**src/rtl/cdb_arbiter.sv**
```systemverilog
// Common data bus arbiter: two small result FIFOs (ALU, LSB) drained one entry per
// cycle onto a registered CDB by a round-robin scheduler; misbranch flushes both queues.
module cdb_arbiter #(
  parameter int TAG_W      = 4,
  parameter int DATA_W     = 32,
  parameter int FIFO_DEPTH = 4,
  parameter int PTR_W      = 2
) (
  input  logic              clk,
  input  logic              rst,
  input  logic              rdy,
  input  logic              in_alu_valid,
  input  logic [TAG_W-1:0]  in_alu_tag,
  input  logic [DATA_W-1:0] in_alu_value,
  output logic              out_alu_ready,
  input  logic              in_lsb_valid,
  input  logic [TAG_W-1:0]  in_lsb_tag,
  input  logic [DATA_W-1:0] in_lsb_value,
  input  logic              in_lsb_ioin,
  output logic              out_lsb_ready,
  input  logic              in_rob_misbranch,
  output logic [TAG_W-1:0]  out_cdb_tag,
  output logic [DATA_W-1:0] out_cdb_value,
  output logic              out_cdb_ioin,
  output logic              out_cdb_src
);

  localparam logic [PTR_W:0] FULL_CNT = (PTR_W+1)'(FIFO_DEPTH);
  localparam logic [PTR_W-1:0] PTR_ONE = PTR_W'(1);
  localparam logic [PTR_W:0] CNT_ONE = (PTR_W+1)'(1);

  logic [TAG_W-1:0]  alu_tag_mem [FIFO_DEPTH];
  logic [DATA_W-1:0] alu_val_mem [FIFO_DEPTH];
  logic [PTR_W-1:0]  alu_rd, alu_wr;
  logic [PTR_W:0]    alu_cnt;

  logic [TAG_W-1:0]  lsb_tag_mem [FIFO_DEPTH];
  logic [DATA_W-1:0] lsb_val_mem [FIFO_DEPTH];
  logic              lsb_io_mem  [FIFO_DEPTH];
  logic [PTR_W-1:0]  lsb_rd, lsb_wr;
  logic [PTR_W:0]    lsb_cnt;

  // prio = 0: ALU wins the next contested cycle; 1: LSB wins it.
  logic prio;

  logic active;
  logic alu_ne, lsb_ne;
  logic alu_push, lsb_push;
  logic grant_lsb;
  logic alu_pop, lsb_pop;

  // Ready reflects only the pre-edge count, so a full queue never accepts even when it pops.
  assign out_alu_ready = (alu_cnt != FULL_CNT);
  assign out_lsb_ready = (lsb_cnt != FULL_CNT);

  assign active    = rdy && !in_rob_misbranch;
  assign alu_ne    = (alu_cnt != '0);
  assign lsb_ne    = (lsb_cnt != '0);
  assign alu_push  = active && in_alu_valid && out_alu_ready && (in_alu_tag != '0);
  assign lsb_push  = active && in_lsb_valid && out_lsb_ready && (in_lsb_tag != '0);
  assign grant_lsb = lsb_ne && (!alu_ne || prio);
  assign alu_pop   = active && alu_ne && !grant_lsb;
  assign lsb_pop   = active && grant_lsb;

  always_ff @(posedge clk) begin
    if (alu_push) begin
      alu_tag_mem[alu_wr] <= in_alu_tag;
      alu_val_mem[alu_wr] <= in_alu_value;
    end
    if (lsb_push) begin
      lsb_tag_mem[lsb_wr] <= in_lsb_tag;
      lsb_val_mem[lsb_wr] <= in_lsb_value;
      lsb_io_mem[lsb_wr]  <= in_lsb_ioin;
    end
  end

  always_ff @(posedge clk) begin
    if (rst) begin
      alu_rd        <= '0;
      alu_wr        <= '0;
      alu_cnt       <= '0;
      lsb_rd        <= '0;
      lsb_wr        <= '0;
      lsb_cnt       <= '0;
      prio          <= 1'b0;
      out_cdb_tag   <= '0;
      out_cdb_value <= '0;
      out_cdb_ioin  <= 1'b0;
      out_cdb_src   <= 1'b0;
    end else if (rdy) begin
      if (in_rob_misbranch) begin
        alu_rd      <= '0;
        alu_wr      <= '0;
        alu_cnt     <= '0;
        lsb_rd      <= '0;
        lsb_wr      <= '0;
        lsb_cnt     <= '0;
        prio        <= 1'b0;
        out_cdb_tag <= '0;
      end else begin
        if (alu_push) alu_wr <= alu_wr + PTR_ONE;
        if (alu_pop)  alu_rd <= alu_rd + PTR_ONE;
        if (alu_push && !alu_pop)      alu_cnt <= alu_cnt + CNT_ONE;
        else if (!alu_push && alu_pop) alu_cnt <= alu_cnt - CNT_ONE;

        if (lsb_push) lsb_wr <= lsb_wr + PTR_ONE;
        if (lsb_pop)  lsb_rd <= lsb_rd + PTR_ONE;
        if (lsb_push && !lsb_pop)      lsb_cnt <= lsb_cnt + CNT_ONE;
        else if (!lsb_push && lsb_pop) lsb_cnt <= lsb_cnt - CNT_ONE;

        // Round-robin pointer only moves when both queues competed for the bus.
        if (alu_ne && lsb_ne) prio <= !grant_lsb;

        if (alu_pop) begin
          out_cdb_tag   <= alu_tag_mem[alu_rd];
          out_cdb_value <= alu_val_mem[alu_rd];
          out_cdb_ioin  <= 1'b0;
          out_cdb_src   <= 1'b0;
        end else if (lsb_pop) begin
          out_cdb_tag   <= lsb_tag_mem[lsb_rd];
          out_cdb_value <= lsb_val_mem[lsb_rd];
          out_cdb_ioin  <= lsb_io_mem[lsb_rd];
          out_cdb_src   <= 1'b1;
        end else begin
          out_cdb_tag <= '0;
        end
      end
    end
  end

endmodule

```
**config.mk**
```make
export PLATFORM = sky130hd
export DESIGN_NAME = cdb_arbiter
export DESIGN_NICKNAME = d
export VERILOG_FILES = /design/src/rtl/cdb_arbiter.sv
export SDC_FILE = /design/constraint.sdc
export NUM_CORES = 1
export LEC_CHECK = 0
export ABC_AREA = 0
export ABC_CLOCK_PERIOD_IN_PS = 5700
export CORE_ASPECT_RATIO = 0.8
export CORE_UTILIZATION = 60
export DETAILED_ROUTE_END_ITERATION = 16
export GPL_ROUTABILITY_DRIVEN = 1
export PLACE_DENSITY = 0.93
export SYNTH_ARGS = -nofsm -noshare
export SYNTH_HDL_FRONTEND = slang
export SYNTH_SLANG_ARGS = --single-unit
```
**constraint.sdc**
```tcl
create_clock -name clk -period 5.7 [get_ports clk]
set_input_delay 1.425 -clock clk [delete_from_list [all_inputs] [get_ports clk]]
set_output_delay 1.425 -clock clk [all_outputs]
set_load 0.02 [all_outputs]
```
==> flow_summary_export.csv, run 1 <==
group,metric,value,unit
floorplanning,num_rows,48,
placement,dpl.hpwl,17000,µm
global_routing,grt_start_max_net_pins,57,
cells_and_area,fin_cells,1145,
cells_and_area,layout-drive-gt1-share,17.9,%
synth,synth_nets,808,
setup_path,endpoint,"lsb_cnt[2]",
synth,synth_top_family_by_area,"multiplexers",
cells_and_area,most-common-layout-cells,"edfxtp_1, clkdlybuf4s50_1, nand2_1",
drt,wl_per_cell,23.9,µm
synth,netlist_top_cells_area,"edfxtp_1, mux4_2, dfxtp_1",
setup_path,required,6.21,ns
timing,setup_violations,0,
pwr,ir_drop,0.320,mV
timing,fmax,247,MHz
drt,via_count,7062,
timing,max_slew_margin,23.5,%
synth,yosysWarnings,0,
drt,ant_nets,0,
floorplanning,ioPinCount,119,
floorplanning,dieArea,0.0227,mm²
pwr,p_switching,1.22,mW
setup_path,reg2reg_setup_slack,2.65,ns
pwr,pwr-share-seq,51.8,%
cts,cts_root_buf,"clkbuf_16",
synth,synth_mux_area_share,12.6,%
timing,slew_violations,0,
setup_path,reg2reg_to,"lsb_cnt[2]",
pwr,powerDensity,349,mW/mm²
drt,drc,0,
cells_and_area,antenna_cells_inserted,0,
cts,clk_pin_slew,0.07,ns
cells_and_area,syn2layout_area_growth,19.4,%
floorplanning,fp.dieW,168,µm
global_routing,grt_pass1_vias,7298,
pwr,comb_power_share,8.9,%
drt,wl_met3,2090,µm
pwr,sw_frac_of_total,22.1,%
cts,ctsHoldBuffers,0,
global_routing,grt_pass1_wl,41300,µm
drt,wl,27400,µm
cts,clk_latency,0.57,ns
timing,tightest_slew,1.15,ns
floorplanning,initial_utilization,61.4,%
cts,cts_setup_buffers,0,
setup_path,crit_arrival,4.56,ns
global_routing,grt_usage,24.8,%
setup_path,cp_max_fo,12,
pwr,internal_power,4.31,mW
global_routing,antenna_found_initial,0,
cts,clock_path_buffers,3,
pwr,pwr-share-clk,39.2,%
status,outcome,"finished, final reports clean",
placement,place.gp.congestion,0.861,
floorplanning,coreArea,0.0216,mm²
synth,synth_area_leader_cell,"edfxtp_1",
cells_and_area,layout.nets,934,
job,drv_cap,0,
timing,finalSetupTns,0,ns
cts,cts_made_buffers,31,
synth,synthFlopType,"edfxtp_1",
drt,dr.pass1.iters,5,
timing,fin_crit_sh,71.2,%
cts,clock_sinks,349,
cts,cts_tree,"done",
drt,viasPerCell,6.17,
synth,yosysSeqAreaShare,74.6,%
synth,synthAdderAreaFrac,1.06,%
synth,synth_top_area_share,66.0,%
drt,top_layer,"met4",
synth,synth_area,0.0133,mm²
synth,synth_edf_count,292,
synth,synth-xor-area-share,0.0659,%
drt,wl_met1,10700,µm
cells_and_area,final_common_cell,"edfxtp_1",
cells_and_area,num-fill-cells,1218,
synth,ys_seq_elements,349,
global_routing,grt_overflow,0,
synth,synthDistinctLibCells,50,
drt,wl_met2,13900,µm
placement,portBuffers,118,
setup_path,end_kind,"register",
drt,dr.first_iter.drc_count,781,
pwr,leakagePower,5.03,nW
cts,cts_resized,0,
synth,postSynthCellCount,719,
cts,htreeDepth,1,
setup_path,criticalPathCategory,"input port to register",
placement,dp.cells,1087,
timing,final.setup_skew,0.0210,ns
setup_path,crit_start,"rdy",
worst_hold_path,hold_path.class,"register to register",
timing,rsz0062_at_grt,"false",
timing,finalHoldViolations,0,
floorplanning,die_y,135,µm
timing,final.min_clock_period,4.06,ns
synth,synth-simple-area-share,5.40,%
setup_path,r2r_start,"alu_cnt[0]",
synth,synthArstFlopShare,0,%
setup_path,startpoint_type,"input port",
synth,synth-compound-area-share,4.60,%
setup_path,rr_worst_depth,7,
synth,syn_area_per_cell,18.5,µm²
==> how the worst min path moves through the flow <==
stage              startpoint             end  slack [ns]  depth (start not counted)
3_3_place_gp   out_cdb_tag[3]  out_cdb_tag[3]        0.44                          2
5_1_grt        out_cdb_tag[3]  out_cdb_tag[3]        0.49                          2
3_5_place_dp   out_cdb_tag[0]  out_cdb_tag[0]        0.45                          2
6_report       out_cdb_tag[3]  out_cdb_tag[3]        0.46                          2
4_1_cts        out_cdb_tag[3]  out_cdb_tag[3]        0.46                          2
2_1_floorplan       alu_rd[1]        register        0.44                          1
==> synth_stat cells, types with 3 or more instances <==
| library cell | n |
|---|---|
| o21ai_1 | 3 |
| and2_1 | 9 |
| or3_1 | 3 |
| mux4_2 | 73 |
| nor3_1 | 3 |
| ha_1 | 8 |
| nor2_1 | 43 |
| or4_1 | 4 |
| nand2_1 | 75 |
| a22oi_1 | 6 |
| o21ai_0 | 5 |
| a311oi_1 | 34 |
| clkbuf_1 | 25 |
| buf_2 | 15 |
| edfxtp_1 | 292 |
| dfxtp_1 | 57 |
| a21oi_1 | 14 |
| inv_1 | 11 |
==> power groups by stage <==
stage | clock network (mW) | registers [mW] | logic, mW
4_1_cts | 2.19 | 2.86 | 0.494
3_3_place_gp | 0 | 2.91 | 0.470
2_1_floorplan | 0 | 2.94 | 0.242
6_report | 2.17 | 2.87 | 0.493
5_1_grt | 2.29 | 2.87 | 0.527
3_5_place_dp | 0 | 2.92 | 0.488
==> sequential cells by signal, summed over array words and instances (netlist names), 3 cells and up, named ones only <==
signal	cells
alu_cnt	3
out_cdb_tag	4
out_cdb_value	32
alu_tag_mem	16
lsb_tag_mem	16
lsb_cnt	3
lsb_io_mem	4
alu_val_mem	128
lsb_val_mem	128
==> critical path, stage by stage <==
cell and delay [ns]:
clkdlybuf4s50_1 0.76, nand2b_1 0.27, a211oi_2 0.64, nor2_1 0.13
fa_1 0.44, or3_1 0.41, a2111o_1 0.42, nand3_1 0.06
==> metrics by stage <==
| step | area (µm²) | hold WS, ns | setup WS, ns | power [mW] | util (%) |
|---|---|---|---|---|---|
| CTS | 15900 | 0.462 | 1.69 | 5.55 | 73.3 |
| floorplan | 13300 | 0.441 | 2.19 | 3.19 | - |
| finish | 15900 | 0.458 | 1.64 | 5.53 | 73.3 |
| global placement | 14800 | 0.438 | 1.23 | 3.38 | 68.4 |
| detailed placement | 14800 | 0.452 | 1.16 | 3.41 | 68.4 |
| global route | 15900 | 0.487 | 1.48 | 5.69 | 73.3 |
==> logic make-up (layout without fill, tap and decap cells) <==
| kind of cell | count (synthesis) | after routing |
|---|---|---|
| AOI/OAI and AO/OA | 78 | 78 |
| xor gates and xnor gates | 1 | 1 |
| adders and majority gates | 10 | 10 |
| buffers and inverters | 52 | 203 |
| DFF | 349 | 349 |
| muxes | 76 | 76 |
| and+or+nand+nor | 153 | 153 |
==> layout make-up <==
type                            instances  area [µm²]  area share, %
Clock buffer                           41         873           5.51
Clock inverter                         17         194           1.22
Inverter                               11        41.3          0.260
Multi-Input combinational cell        318        3170           20.0
Sequential cell                       349        9910           62.5
Tap cell                              275         344           2.17
Timing Repair Buffer                  134        1320           8.33
==> layer usage <==
layer / vias to the layer above / track usage, %
li1: 3132 / -
met1: 3570 / 32.8
met2: 314 / 43.3
met3: 46 / 4.07
met4: 0 / 6.52
met5: - / 0
(Power assumes the default switching activity.)
==> inputs of run 2 (changes only) <==
--- a/config.mk
+++ b/config.mk
@@ -6,12 +6,12 @@
 export NUM_CORES = 1
 export LEC_CHECK = 0
 export ABC_AREA = 0
-export ABC_CLOCK_PERIOD_IN_PS = 5700
+export ABC_CLOCK_PERIOD_IN_PS = 3400
 export CORE_ASPECT_RATIO = 0.8
-export CORE_UTILIZATION = 60
+export CORE_UTILIZATION = 52
 export DETAILED_ROUTE_END_ITERATION = 16
 export GPL_ROUTABILITY_DRIVEN = 1
-export PLACE_DENSITY = 0.93
+export PLACE_DENSITY = 0.86
 export SYNTH_ARGS = -nofsm -noshare
 export SYNTH_HDL_FRONTEND = slang
 export SYNTH_SLANG_ARGS = --single-unit
==> constraint.sdc (replaced) <==
create_clock -name clk -period 3.4 [get_ports clk]
set_input_delay 0.85 -clock clk [delete_from_list [all_inputs] [get_ports clk]]
set_output_delay 0.85 -clock clk [all_outputs]
set_load 0.02 [all_outputs]
==> run 2 against run 1 <==
  * Count of clock-buffer cells in the layout grew 12
  * Via count rose by 1.6%
  * Setup slack lost 1.2 ns
  * Design area increased by 1.8%
  * Flip-flop and latch count did not move
  * Worst hold slack better by 0.015 ns
  * Largest power group unchanged
  * Critical path depth unchanged
  * Register-to-register slack got worse by 1.8 ns
  * Final cell count is 5.5% higher
  * Non-clock buffer count is 17 higher
==> flow_summary_export.csv, run 2 (synthesis results as in run 1) <==
group,metric,value,unit
timing,tightest_slew,1.16,ns
cts,cts_setup_buffers,0,
cts,htreeDepth,2,
cts,cts_made_buffers,34,
pwr,ir_drop,0.502,mV
setup_path,rr_worst_depth,7,
pwr,comb_power_share,8.8,%
floorplanning,die_y,145,µm
drt,dr.pass1.iters,5,
timing,slew_violations,0,
cts,clock_sinks,349,
floorplanning,fp.dieW,181,µm
setup_path,crit_path_cell_trace,"clkdlybuf4s50_1 > or4_1 > nand4_4 > nor2_1 > fa_1 > or3_1 > a2111o_1 > nand3_1",
drt,drc,0,
floorplanning,coreArea,0.0247,mm²
placement,portBuffers,118,
setup_path,criticalPathCategory,"input port to register",
drt,viasPerCell,5.94,
pwr,pwr-share-seq,50.6,%
cts,clk_pin_slew,0.06,ns
cells_and_area,layout-drive-gt1-share,19.4,%
pwr,leakagePower,5.16,nW
drt,via_count,7175,
drt,ant_nets,0,
placement,post-place-ws,-0.000527,ns
timing,setup_violations,0,
timing,max_slew_margin,22.4,%
global_routing,grt_overflow,0,
timing,timing.hold.ws,0.472,ns
setup_path,startpoint_type,"input port",
pwr,internal_power,7.47,mW
cells_and_area,syn2layout_area_growth,21.6,%
global_routing,antenna_found_initial,0,
cells_and_area,seqCellArea,0.00991,mm²
cells_and_area,layout.nets,954,
setup_path,cp_max_fo,2,
timing,fin_crit_sh,85.7,%
cells_and_area,final_cell_area,0.0161,mm²
setup_path,crit_arrival,3.36,ns
setup_path,max_stage_delay,0.60,ns
job,drv_cap,0,
drt,dr.first_iter.drc_count,670,
status,outcome,"finished, final reports clean",
cts,cts_resized,0,
timing,finalHoldViolations,0,
timing,fin_ws,0.485,ns
worst_hold_path,hold_path.class,"register to register",
pwr,pwr-share-clk,40.6,%
cts,clk_latency,0.51,ns
floorplanning,dieArea,0.0262,mm²
setup_path,path_buf_inv,1,
cts,cts_tree,"done",
timing,fmax,343,MHz
cts,ctsHoldBuffers,0,
cells_and_area,final_common_cell,"edfxtp_1",
global_routing,grt_pass1_vias,7444,
cells_and_area,most-common-layout-cells,"edfxtp_1, clkdlybuf4s50_1, nand2_1",
setup_path,end_kind,"register",
setup_path,crit_family,"simple AND/OR/NAND/NOR gates",
placement,dpl.hpwl,17300,µm
cells_and_area,top_regs,"alu_val_mem: 128 flops, lsb_val_mem: 128 flops, out_cdb_value: 32 flops",
cts,clock_path_buffers,3,
global_routing,grt_start_max_net_pins,65,
global_routing,grt_usage,22.2,%
cts,cts_root_buf,"clkbuf_16",
pwr,sw_frac_of_total,21.5,%
timing,final.min_clock_period,2.91,ns
worst_hold_path,hold_path_depth,2,
floorplanning,initial_utilization,53.8,%
placement,place.gp.congestion,0.825,
cells_and_area,multi_input_comb_area,0.00317,mm²
drt,wl_per_cell,23.4,µm
setup_path,crit_cells,8,
placement,dpl_cell_area,0.0150,mm²
cells_and_area,antenna_cells_inserted,0,
placement,dp.cells,1147,
floorplanning,ioPinCount,119,
pwr,p_switching,2.05,mW
global_routing,grt_pass1_wl,43700,µm
cells_and_area,num-fill-cells,1597,
cells_and_area,fin_cells,1208,
floorplanning,num_rows,51,
pwr,powerDensity,590,mW/mm²
setup_path,required,3.85,ns
drt,wl,28300,µm
timing,rsz0062_at_grt,"false",
setup_path,crit_slowest_cell,"or4_1",
timing,final.setup_skew,0.0184,ns
-- run 2: worst paths after layout --
kind,startpoint,end,slack (ns)
setup / recovery,in_lsb_tag[1],lsb_cnt[2],0.49
setup reg to reg,alu_cnt[2],lsb_cnt[2],0.84
hold reg to reg,out_cdb_tag[1],out_cdb_tag[1],0.47
hold / removal,out_cdb_tag[1],out_cdb_tag[1],0.47
-- run 2: stage by stage --
| stage | setup TNS, ns | utilization [%] | power [mW] |
|---|---|---|---|
| global route | 0 | 65.4 | 9.81 |
| floorplan | 0 | - | 5.34 |
| global placement | 0 | 60.7 | 5.70 |
| CTS | 0 | 65.4 | 9.58 |
| detailed placement | -0.000527 | 60.7 | 5.73 |
| finish | 0 | 65.4 | 9.52 |
-- run 2: power groups by stage --
stage	registers, mW	logic, mW	clock network (mW)
after floorplan	4.93	0.406	0
after global placement	4.90	0.806	0
after detailed placement	4.90	0.828	0
after CTS	4.82	0.844	3.92
after global routing	4.83	0.901	4.08
final	4.82	0.842	3.87
-- run 2: area by class of cell --
class	instances	area share, %
Inverter	11	0.256
Sequential cell	349	61.4
Clock buffer	53	6.47
Multi-Input combinational cell	318	19.6
Clock inverter	8	0.728
Timing Repair Buffer	151	9.05
Tap cell	318	2.46
-- run 2: worst register-to-register path, delay by kind of cell, from the launching register on --
kind,cells,cell delay [ns]
compound gates,2,0.72
fa+ha+maj,1,0.40
flops,1,0.35
simple gates,4,1.05
-- run 2: routing by layer --
metal  vias to the layer above  routed length (µm)  global-route usage (%)
met5                         -                   0                       0
met4                         0                 877                    7.69
met3                        61                2220                    4.82
met2                       294               14000                    36.7
met1                      3670               11200                    29.4
li1                       3150                   -                       -
==> inputs of run 3 (changes only) <==
--- a/config.mk
+++ b/config.mk
@@ -6,12 +6,13 @@
 export NUM_CORES = 1
 export LEC_CHECK = 0
 export ABC_AREA = 0
-export ABC_CLOCK_PERIOD_IN_PS = 3400
+export CELL_PAD_IN_SITES_DETAIL_PLACEMENT = 2
+export CELL_PAD_IN_SITES_GLOBAL_PLACEMENT = 2
 export CORE_ASPECT_RATIO = 0.8
-export CORE_UTILIZATION = 52
+export CORE_UTILIZATION = 39
 export DETAILED_ROUTE_END_ITERATION = 16
 export GPL_ROUTABILITY_DRIVEN = 1
-export PLACE_DENSITY = 0.86
+export PLACE_DENSITY = 0.85
 export SYNTH_ARGS = -nofsm -noshare
 export SYNTH_HDL_FRONTEND = slang
 export SYNTH_SLANG_ARGS = --single-unit
==> run 3 against run 2 <==
  * Count of clock-buffer cells in the layout grew 5
  * Die area up 33%
  * First-iteration DRC count decreased by 38%
  * Final cell count up 10%
  * Power fell by 0.80%
  * Largest cell class unchanged
  * Highest routed layer unchanged
==> flow_summary_export.csv, run 3 (synthesis results as in run 1) <==
group,metric,value,unit
status,outcome,"finished, final reports clean",
setup_path,crit_family,"simple AND/OR/NAND/NOR gates",
cells_and_area,antenna_cells_inserted,0,
timing,final.min_clock_period,2.96,ns
cts,cts_root_buf,"clkbuf_16",
cells_and_area,final_common_cell,"edfxtp_1",
drt,dr.first_iter.drc_count,416,
pwr,leakagePower,5.15,nW
pwr,powerDensity,578,mW/mm²
global_routing,antenna_found_initial,0,
floorplanning,initial_utilization,39.6,%
drt,drc,0,
drt,ant_nets,0,
cts,clock_path_buffers,3,
setup_path,crit_path_cell_trace,"clkdlybuf4s50_1 > or4_1 > and4_1 > and2_1 > fa_1 > inv_1 > nor3_1 > a211o_1 > a311oi_1",
cells_and_area,layout.nets,957,
cts,htreeDepth,2,
floorplanning,ioPinCount,119,
global_routing,grt_overflow,0,
timing,final.setup_skew,0.00940,ns
cells_and_area,num-fill-cells,2985,
setup_path,reg2reg_setup_slack,0.79,ns
drt,via_count,7237,
timing,setup_violations,0,
floorplanning,die_y,167,µm
cells_and_area,layout-drive-gt1-share,19.1,%
floorplanning,fp.dieW,208,µm
global_routing,grt_start_max_net_pins,59,
setup_path,required,3.82,ns
timing,finalHoldViolations,0,
setup_path,crit_arrival,3.38,ns
timing,fmax,338,MHz
cts,cts_setup_buffers,0,
drt,wl_per_cell,26.1,µm
timing,fin_ws,0.443,ns
cells_and_area,final_util,48.7,%
cells_and_area,syn2layout_area_growth,23.0,%
placement,post-place-ws,-0.0975,ns
timing,tightest_slew,0.832,ns
drt,viasPerCell,5.45,
floorplanning,num_rows,60,
setup_path,criticalPathCategory,"input port to register",
setup_path,max_stage_delay,0.54,ns
pwr,ir_drop,0.342,mV
placement,portBuffers,118,
global_routing,grt_pass1_vias,8160,
cts,cts_resized,0,
setup_path,end_kind,"register",
global_routing,grt_pass1_wl,52400,µm
cts,cts_made_buffers,36,
cts,ctsHoldBuffers,0,
drt,dr.pass1.iters,4,
cts,clk_pin_slew,0.07,ns
drt,wl,34700,µm
cts,clock_sinks,349,
timing,rsz0062_at_grt,"false",
timing,fin_crit_sh,87.0,%
placement,place.gp.congestion,0.751,
setup_path,cp_max_fo,2,
timing,slew_violations,0,
global_routing,grt_usage,20.4,%
cells_and_area,top_regs,"alu_val_mem: 128 flops, lsb_val_mem: 128 flops, out_cdb_value: 32 flops",
setup_path,path_buf_inv,2,
cts,cts_tree,"done",
setup_path,crit_slowest_cell,"or4_1",
placement,dpl.hpwl,22700,µm
setup_path,startpoint_type,"input port",
floorplanning,dieArea,0.0348,mm²
worst_hold_path,hold_path.class,"register to register",
job,drv_cap,0,
cts,clk_latency,0.53,ns
timing,max_slew_margin,44.5,%
cells_and_area,most-common-layout-cells,"edfxtp_1, clkdlybuf4s50_1, nand2_1",
floorplanning,coreArea,0.0336,mm²
-- run 3: layer usage --
metal	vias to the layer above	GRT usage, %	part of all wire [%]
li1	3166	-	-
met1	3847	26.2	41
met2	179	36.4	53
met3	45	3.00	4.2
met4	0	5.06	1.6
met5	-	0	0
-- run 3: path summary, 6_finish.rpt --
path,from,to,cells past startpoint
worst min register to register,out_cdb_tag[3],out_cdb_tag[3],2
worst max register to register,alu_cnt[2],lsb_cnt[2],7
worst min-delay path,out_cdb_tag[3],out_cdb_tag[3],2
worst max-delay path,in_alu_tag[1],alu_cnt[2],9
-- run 3: area by class of cell --
class / count / area, µm² / share of cell area [%]
clock buffers: 58 / 1010 / 6.20
clock inverters: 7 / 72.6 / 0.444
inverters: 11 / 41.3 / 0.253
multi-input cells: 318 / 3180 / 19.4
flip-flops and latches: 349 / 9910 / 60.7
well taps: 434 / 543 / 3.32
repair buffers: 152 / 1580 / 9.68
-- run 3: power breakdown --
part           switching, mW  total [mW]  internal (mW)
Combinational          0.473       0.877          0.405
Clock                   1.61        3.74           2.12
Sequential            0.0976        4.84           4.74
-- run 3: through the flow --
step	instances	TNS, ns	instance area (µm²)	power [mW]	hold WS, ns
floorplan	719	0	13300	5.34	0.441
global placement	1264	-0.0216	15300	5.75	0.447
detailed placement	1264	-0.132	15300	5.81	0.465
CTS	1329	0	16300	9.55	0.474
global route	1329	0	16300	9.75	0.498
finish	1329	0	16300	9.45	0.466
-- run 3: worst reg2reg max path, delay by kind of cell, from the launching register on --
kind / cells / cell delay (ns)
fa+ha+maj: 1 / 0.41
simple gates: 4 / 1.08
compound gates: 2 / 0.71
flops: 1 / 0.36
